$ cat src/rtl/i2s_tx.sv
// Mono I2S transmitter: buffers datapath samples in a small FIFO and
// serializes each one MSB-first into both the left and right slots, with
// sck and ws generated locally from clk.
module i2s_tx #(
   parameter int unsigned DATA_W = 16,
   parameter int unsigned DEPTH  = 2,
   parameter int unsigned DIV_W  = 8
) (
   input  logic                     clk,
   input  logic                     rst_n,
   input  logic                     enable,
   input  logic [DIV_W-1:0]         clk_period,
   input  logic signed [DATA_W-1:0] din,
   input  logic                     din_vld,
   output logic                     din_rdy,
   output logic                     sck,
   output logic                     ws,
   output logic                     sd,
   output logic                     underrun,
   output logic                     overrun
);

   localparam int unsigned AW  = (DEPTH > 1) ? $clog2(DEPTH) : 1;
   localparam int unsigned CW  = $clog2(DEPTH + 1);
   localparam int unsigned SW  = 2 * DATA_W;
   localparam int unsigned SLW = $clog2(SW);

   logic              en_q;
   logic [DIV_W-1:0]  div_q;
   logic [DIV_W-1:0]  cnt_q;
   logic [SLW-1:0]    slot_q;
   logic [SW-1:0]     shift_q;
   logic [DATA_W-1:0] last_q;
   logic [DATA_W-1:0] mem [DEPTH];
   logic [AW-1:0]     rd_ptr;
   logic [AW-1:0]     wr_ptr;
   logic [CW-1:0]     count_q;

   logic [DIV_W-1:0]  div_eff;
   logic              tick;
   logic              fall_tick;
   logic              frame_tick;
   logic              pop;
   logic              push;
   logic [CW-1:0]     count_nxt;
   logic [SLW-1:0]    slot_nxt;
   logic              ws_nxt;
   logic [SW-1:0]     shift_nxt;
   logic [DATA_W-1:0] head;

   // Divider, slot sequencing and FIFO control decisions for this cycle.
   always_comb begin
      div_eff    = div_q;
      tick       = 1'b0;
      fall_tick  = 1'b0;
      frame_tick = 1'b0;
      pop        = 1'b0;
      push       = 1'b0;
      head       = mem[rd_ptr];
      count_nxt  = count_q;
      slot_nxt   = slot_q;
      ws_nxt     = ws;
      shift_nxt  = shift_q;

      // On the first enabled cycle the divider comes straight from clk_period.
      if (!en_q) begin
         div_eff = (clk_period == '0) ? DIV_W'(1) : clk_period;
      end
      tick       = (cnt_q == div_eff - DIV_W'(1));
      fall_tick  = tick & sck;
      frame_tick = fall_tick & (slot_q == SLW'(SW - 1));
      pop        = frame_tick & (count_q != '0);
      push       = din_vld & ((count_q < CW'(DEPTH)) | pop);
      count_nxt  = count_q + CW'(push) - CW'(pop);
      slot_nxt   = (slot_q == SLW'(SW - 1)) ? '0 : slot_q + SLW'(1);
      ws_nxt     = (slot_nxt >= SLW'(DATA_W - 1)) && (slot_nxt <= SLW'(SW - 2));
      if (frame_tick) begin
         shift_nxt = pop ? {head, head} : {last_q, last_q};
      end else begin
         shift_nxt = shift_q << 1;
      end
   end

   // Control state and registered outputs; enable low holds everything idle.
   always_ff @(posedge clk or negedge rst_n) begin
      if (!rst_n) begin
         en_q     <= 1'b0;
         div_q    <= DIV_W'(1);
         cnt_q    <= '0;
         slot_q   <= SLW'(SW - 1);
         shift_q  <= '0;
         last_q   <= '0;
         rd_ptr   <= '0;
         wr_ptr   <= '0;
         count_q  <= '0;
         din_rdy  <= 1'b1;
         sck      <= 1'b0;
         ws       <= 1'b0;
         sd       <= 1'b0;
         underrun <= 1'b0;
         overrun  <= 1'b0;
      end else if (!enable) begin
         en_q     <= 1'b0;
         cnt_q    <= '0;
         slot_q   <= SLW'(SW - 1);
         shift_q  <= '0;
         last_q   <= '0;
         rd_ptr   <= '0;
         wr_ptr   <= '0;
         count_q  <= '0;
         din_rdy  <= 1'b0;
         sck      <= 1'b0;
         ws       <= 1'b0;
         sd       <= 1'b0;
         underrun <= 1'b0;
         overrun  <= 1'b0;
      end else begin
         en_q     <= 1'b1;
         div_q    <= div_eff;
         cnt_q    <= tick ? '0 : cnt_q + DIV_W'(1);
         if (tick) begin
            sck <= ~sck;
         end
         if (fall_tick) begin
            slot_q  <= slot_nxt;
            ws      <= ws_nxt;
            shift_q <= shift_nxt;
            sd      <= shift_nxt[SW-1];
         end
         if (pop) begin
            rd_ptr <= rd_ptr + AW'(1);
            last_q <= head;
         end
         if (push) begin
            wr_ptr <= wr_ptr + AW'(1);
         end
         count_q  <= count_nxt;
         din_rdy  <= (count_nxt < CW'(DEPTH));
         underrun <= frame_tick & (count_q == '0);
         overrun  <= din_vld & ~push;
      end
   end

   // Sample storage; contents are don't-care until written.
   always_ff @(posedge clk) begin
      if (enable && push) begin
         mem[wr_ptr] <= din;
      end
   end

endmodule
$ cat config.mk
export PLATFORM = sky130hd
export DESIGN_NAME = i2s_tx
export DESIGN_NICKNAME = d
export VERILOG_FILES = /design/src/rtl/i2s_tx.sv
export SDC_FILE = /design/constraint.sdc
export NUM_CORES = 1
export LEC_CHECK = 0
export ABC_AREA = 1
export CORE_MARGIN = 5
export CORE_UTILIZATION = 35
export CTS_BUF_LIST = sky130_fd_sc_hd__clkbuf_16
export CTS_CLUSTER_SIZE = 30
export DETAILED_ROUTE_END_ITERATION = 10
export GPL_TIMING_DRIVEN = 0
export PLACE_DENSITY = 0.65
export SLEW_MARGIN = 20
export SYNTH_ARGS = -nofsm -noshare
export SYNTH_HDL_FRONTEND = slang
export SYNTH_SLANG_ARGS = --single-unit
$ cat constraint.sdc
create_clock -name clk -period 3.6 [get_ports clk]
set_input_delay 0.54 -clock clk [delete_from_list [all_inputs] [get_ports clk]]
set_output_delay 0.54 -clock clk [all_outputs]
set_load 0.005 [all_outputs]
==> metrics.cfg, run 1 <==
[outcome]
status=finished clean

[timing]
hold_viol_final=0
fin_ws_ps=290
whs_ps=94.8
final-max-slew-violation-count=0
relSlewSlack_pct=62.9
period_share_pct=92.0
tightest_slew_ps=556
fin_crit_ps=3310
setup_tns_ps=0
max_freq_mhz=302
rsz0062_at_grt=false
fin_skew_ps=14.3
setup_viol=0

[floorplanning]
die_x_um=135
die-area_um2=18200
row_count=45
die_h_um=135
io_pins=34
start_util_pct=35.7
core-area_um2=15300

[worst_setup_path]
r2r_slack_ps=410
path_class=input pin to flip-flop
cp_data_arrival_time_ps=3530
startpoint_type=input pin
r2r-end=count_q[1]$_DFF_PN0_
end_kind=flip-flop
crit_fanout=3
critPathLaunch=clk_period[1]
rr_worst_depth=22
required_ps=3820
crit-reg2reg-launch=en_q$_DFF_PN0_

[clock_network]
numCtsBuffers=9
clock_sinks=111
clk_latency_ps=360
clockRootBuffer=clkbuf_16
postCtsHoldBufs=0
clk_pin_slew_ps=70
htreeDepth=3
cts_tree=done
cts_max_path_buffers=2

[detailed_routing]
wl_per_cell_um=12.8
dr.first_iter.drc_count=209
drt-pass1-iter-count=5
via_per_inst=4.59
dr_total_vias=4193
antenna_left=0
drc_errors=0
routed_wl_mm=11.7

[finish]
num-nets-final=733
diodes=0
finalNonFillerCells=913
area_growth_pct=20.3
drive_gt1_share_pct=11.7
final_core_util_pct=42.9

[global_route]
grt_pass1_wl_mm=19.8
grt_use_total_pct=13.5
grt_max_degree=57
grt_pass1_vias=3963
grt_overflow=0
antenna_found_initial=0

[hold_path]
hold_class=input pin to async pin

[synthesis]
ys_seq_area_share_pct=54.1
avgSynthCellArea_um2=8.50
netlist.area_leader.share_pct=33.1
synth_fp_nets=677
synth_area_leader_cell=dfrtp_1
netlist_area_um2=5450
yosys_warnings=0
yosys_register_bits=111
syn_inst=641
ys_types=39
synth_area_leaders=dfrtp_1 (33%), edfxtp_1 (18%), nand2_1 (12%)

[power_and_ir_drop]
p_switching_mw=0.686
combPwrFrac_pct=9.8
switching_share_pct=26.2
sequentialPowerShare_pct=51.9
ir_worst_vdd_uv=209
pwr-share-clk_pct=38.3
p_leak_nw=3.15
p_per_area_nw_per_um2=400
internal-power_mw=1.93

[place]
io_buffer_count=33
dp_cells=886
gp_congestion=0.835
dp_hpwl_mm=8.60
dpl_worst_slack_ps=-536

[flow_run]
maxCapViolations=0

[area by class of cell]
type	count	area, um2
plain buffers	22	130
clock buffers	9	225
clock inverters	7	90.1
fillers	1514	8710
inverters	62	239
multi-input cells	446	2200
flip-flops and latches	111	2950
well taps	211	264
repair buffers	45	455
[repair_timing]
item	CTS	global route
resized for setup	3	12
setup buffers	1	10
cloned	0	0
pin swaps	1	10
endpoints found under the setup margin	34	35
[registers in the layout, indices dropped and copies added, names as in the netlist, 2 cells and up]
register / flops
div_q: 8
last_q: 16
cnt_q: 8
mem: 32
count_q: 2
shift_q: 31
slot_q: 5
[synth_stat cells (all sizes together)]
library cell  number
buf                8
inv               60
and2               9
nand3             72
nand2            186
nor3b              2
dfrtp             72
or2                1
ha                 8
dfstp              7
nor2             103
clkbuf            14
clkinv             2
xnor2              3
o22a               1
a31oi              1
a21oi             19
o31ai              1
xor2               5
a22oi              4
o21ai             20
nand4              7
edfxtp            32
nor3               3
and3               1
[cells by family after synthesis]
family / Yosys count / share of synthesized area (%)
AO/OA/AOI/OAI: 46 / 4.69
XOR/XNOR: 8 / 1.42
adder cells (fa/ha/maj): 8 / 1.84
buffers and inverters: 84 / 6.59
flip-flops: 111 / 54.1
AND/OR/NAND/NOR: 384 / 31.4
[worst max path at each step]
stage                     slack (ps)  cells past startpoint                      to
after floorplan                  250                     16     mem[1][0]$_DFFE_PP_
after global placement          -970                      1  shift_q[7]$_DFFE_PN0P_
after detailed placement        -540                     17     mem[1][9]$_DFFE_PP_
after CTS                         20                     22    count_q[1]$_DFF_PN0_
after global routing              20                     22    count_q[1]$_DFF_PN0_
final                            290                     22    count_q[1]$_DFF_PN0_
[worst max-delay path, stage by stage]
cell	delay [ps]
clkdlybuf4s50_1	430
nor2_1	120
nand2_1	70
o21ai_2	180
nand2_4	80
ha_4	260
xor2_1	180
nand3_1	100
nor2_1	90
nand3_1	80
nor2_1	140
nand2_2	100
nor2_4	130
nand2_2	80
nand2_4	120
nand2_4	60
ha_1	270
inv_1	40
ha_1	200
xnor2_2	140
inv_1	60
nor2_1	40
[cell usage in the layout (no fill, tap or decap), drive strengths merged, types with 4 or more instances in the layout]
cell type and count:
a22oi 4, nor2 103, nand3 72, a21oi 19
nand4 7, nand2 186, dfrtp 72, ha 8
inv 60, dfstp 7, clkinv 7, clkdlybuf4s50 30
and2 9, edfxtp 32, clkbuf 23, buf 21
o21ai 20, xor2 5
[per-layer routing]
| metal | vias up | track usage (%) | routed length, um |
|---|---|---|---|
| met2 | 51 | 21.3 | 5370 |
| met4 | 0 | 5.20 | 225 |
| met3 | 15 | 1.12 | 252 |
| met1 | 1970 | 19.5 | 5860 |
| li1 | 2157 | - | - |
| met5 | - | 0 | 0 |
[power groups by stage]
| stage | registers (mW) | logic [mW] | clock network [mW] |
|---|---|---|---|
| 2_1_floorplan | 1.38 | 0.148 | 0 |
| 3_3_place_gp | 1.38 | 0.240 | 0 |
| 3_5_place_dp | 1.38 | 0.247 | 0 |
| 4_1_cts | 1.36 | 0.251 | 1.03 |
| 5_1_grt | 1.36 | 0.290 | 1.07 |
| 6_report | 1.36 | 0.258 | 1.00 |
[per-stage QoR]
stage               area, um2  total power [mW]
floorplan                5450              1.53
global route             6550              2.72
CTS                      6420              2.63
finish                   6550              2.62
global placement         6050              1.62
detailed placement       6080              1.63
(Power assumes the default switching activity.)
==> run 2, diff against run 1 <==
--- a/config.mk
+++ b/config.mk
@@ -6,12 +6,12 @@
 export NUM_CORES = 1
 export LEC_CHECK = 0
 export ABC_AREA = 1
-export CORE_MARGIN = 5
+export CORE_MARGIN = 2
 export CORE_UTILIZATION = 35
 export CTS_BUF_LIST = sky130_fd_sc_hd__clkbuf_16
 export CTS_CLUSTER_SIZE = 30
 export DETAILED_ROUTE_END_ITERATION = 10
-export GPL_TIMING_DRIVEN = 0
+export GPL_TIMING_DRIVEN = 1
 export PLACE_DENSITY = 0.65
 export SLEW_MARGIN = 20
 export SYNTH_ARGS = -nofsm -noshare
==> run 2 against run 1 <==
Setup slack better by 74 ps. Sequential power hardly changed. Global-route usage up 0.59 points. Combinational power hardly changed. Register-to-register slack better by 40 ps. Clock-buffer cell count unchanged. Non-clock buffer count is 15 lower. Worst hold slack better by 120 ps. Flip-flop and latch count stayed put. Critical path type unchanged.
==> metrics.cfg, run 2 (synthesized netlist as in run 1, its figures left out) <==
[outcome]
status=finished clean

[place]
io_buffer_count=33  ; unchanged
gp_congestion=0.835  ; about the same
dp_hpwl_mm=7.54  ; -12%

[detailed_routing]
via_per_inst=4.68  ; +1.8%
antenna_left=0  ; unchanged
dr.first_iter.drc_count=289  ; +38%
dr_total_vias=4091  ; -2.4%
drt-pass1-iter-count=4  ; -1
wl_per_cell_um=12.6  ; -1.6%
drc_errors=0  ; unchanged
routed_wl_mm=11.0  ; -5.7%

[floorplanning]
row_count=45  ; unchanged
die_x_um=129  ; -4.5%
die_h_um=129  ; -4.5%
start_util_pct=35.8  ; +0.13 points
io_pins=34  ; unchanged
core-area_um2=15200  ; -0.37%
die-area_um2=16600  ; -8.7%

[power_and_ir_drop]
p_per_area_nw_per_um2=407  ; +1.8%
p_leak_nw=3.10  ; -1.7%
total_power_mw=2.59  ; -0.91%
ir_worst_vdd_uv=208  ; -0.55%

[worst_setup_path]
crit_fanout=2  ; -1
startpoint_type=input pin
end_kind=flip-flop
critPathLaunch=clk_period[1]
path_class=input pin to flip-flop
cp_data_arrival_time_ps=3520  ; about the same
required_ps=3880  ; +60 ps
crit-reg2reg-launch=en_q$_DFF_PN0_

[finish]
max_flop_register=mem
reg_top3=mem: 32 flops, shift_q: 31 flops, last_q: 16 flops
area_growth_pct=17.1
drive_gt1_share_pct=10.9  ; -0.76 points
largest_reg_flops=32  ; unchanged
final_cell_mix=nand2_1 (177), nor2_1 (98), dfrtp_1 (71)
diodes=0  ; unchanged
num-nets-final=718  ; -2.0%
layout_commonest_cell=nand2_1
fillCellCount=1488  ; -1.7%

[timing]
tightest_slew_ps=720  ; +164 ps
fin_skew_ps=8.65  ; -5.62 ps
whs_ps=215  ; +121 ps
hold_viol_final=0  ; unchanged
fin_crit_ps=3240  ; -73.6 ps
max_freq_mhz=309  ; +2.3%
relSlewSlack_pct=52.0  ; -11 points
period_share_pct=89.9  ; -2.0 points
final-max-slew-violation-count=0  ; unchanged
rsz0062_at_grt=false
setup_viol=0  ; unchanged

[global_route]
grt_pass1_wl_mm=18.6  ; -6.2%
grt_overflow=0  ; unchanged
antenna_found_initial=0  ; unchanged
grt_use_total_pct=14.1  ; +0.59 points
grt_pass1_vias=3804  ; -4.0%
grt_max_degree=80  ; +40%

[clock_network]
clk_pin_slew_ps=70  ; about the same
postCtsHoldBufs=0  ; unchanged
clk_latency_ps=350  ; about the same
clockRootBuffer=clkbuf_16
htreeDepth=3  ; unchanged
numCtsBuffers=9  ; unchanged
cts_tree=done
cts_max_path_buffers=2  ; unchanged
clock_sinks=111  ; unchanged

[flow_run]
maxCapViolations=0  ; unchanged

[hold_path]
hold_class=input pin to async pin

## run 2: cell types whose count changed in the layout (fill, tap and decap cells not counted), sizes merged
cell and delta:
dlymetal6s2s -2, clkinv -4, inv +5, clkinvlp -1, clkdlybuf4s50 +2, buf -1, clkbuf -14
## run 2: path summary, 6_finish.rpt
check / end / slack, ps / cells after the start
min: en_q$_DFF_PN0_ / 220 / 1
max in group asynchronous: shift_q[26]$_DFFE_PN0P_ / 2890 / 1
max reg2reg: count_q[1]$_DFF_PN0_ / 450 / 23
min reg2reg: shift_q[22]$_DFFE_PN0P_ / 480 / 2
max: count_q[1]$_DFF_PN0_ / 360 / 22
min in group clk: shift_q[22]$_DFFE_PN0P_ / 480 / 2
## run 2: where the power goes
part / internal, mW / switching (mW) / leakage (nW) / total [mW]
Clock: 0.492 / 0.487 / 0.144 / 0.978
Combinational: 0.0994 / 0.157 / 1.60 / 0.257
Sequential: 1.34 / 0.0210 / 1.35 / 1.36
## run 2: layout make-up
cell class | instances | area [um2] | share of cell area [%]
Clock buffer | 9 | 225 | 3.53
Clock inverter | 7 | 70.1 | 1.10
Inverter | 62 | 233 | 3.65
Multi-Input combinational cell | 446 | 2150 | 33.8
Sequential cell | 111 | 2950 | 46.2
Tap cell | 188 | 235 | 3.69
Timing Repair Buffer | 52 | 512 | 8.02
## run 2: metrics by stage
| stage | instance area [um2] | TNS (ps) | util [%] | instances | setup WS (ps) |
|---|---|---|---|---|---|
| 2_1_floorplan | 5450 | 0 | - | 641 | 255 |
| 3_3_place_gp | 6070 | 0 | 39.9 | 859 | 57.4 |
| 6_report | 6380 | 0 | 42.0 | 875 | 363 |
| 4_1_cts | 6360 | 0 | 41.9 | 875 | 329 |
| 5_1_grt | 6380 | 0 | 42.0 | 875 | 11.9 |
| 3_5_place_dp | 6070 | -7.92 | 39.9 | 859 | -7.92 |
## run 2: routing by layer
metal  vias to the layer above  track usage (%)  share of wire [%]
met5                         -                0                  0
met4                         0             4.28               0.74
met3                         4             2.16                3.4
met2                        65             21.5                 46
met1                      1892             20.9                 50
li1                       2130                -                  -
## run 2: worst max-delay path: stages
cell	delay, ps
clkdlybuf4s50_1	420
nor2_1	110
nand2_1	70
o21ai_2	190
nand2_4	60
ha_1	330
xor2_2	180
nand3_1	90
nor2_1	100
nand3_1	80
nor2_1	90
nand2_1	70
nor2_1	120
nand2_1	80
nand2_1	100
nand2_1	70
ha_1	270
inv_1	40
ha_1	180
xnor2_1	200
inv_1	60
nor2_1	70
## run 2: timing repair
item | in CTS | in global routing
resized for setup | 0 | 2
setup endpoints to repair | 0 | 1
setup buffers | 0 | 0
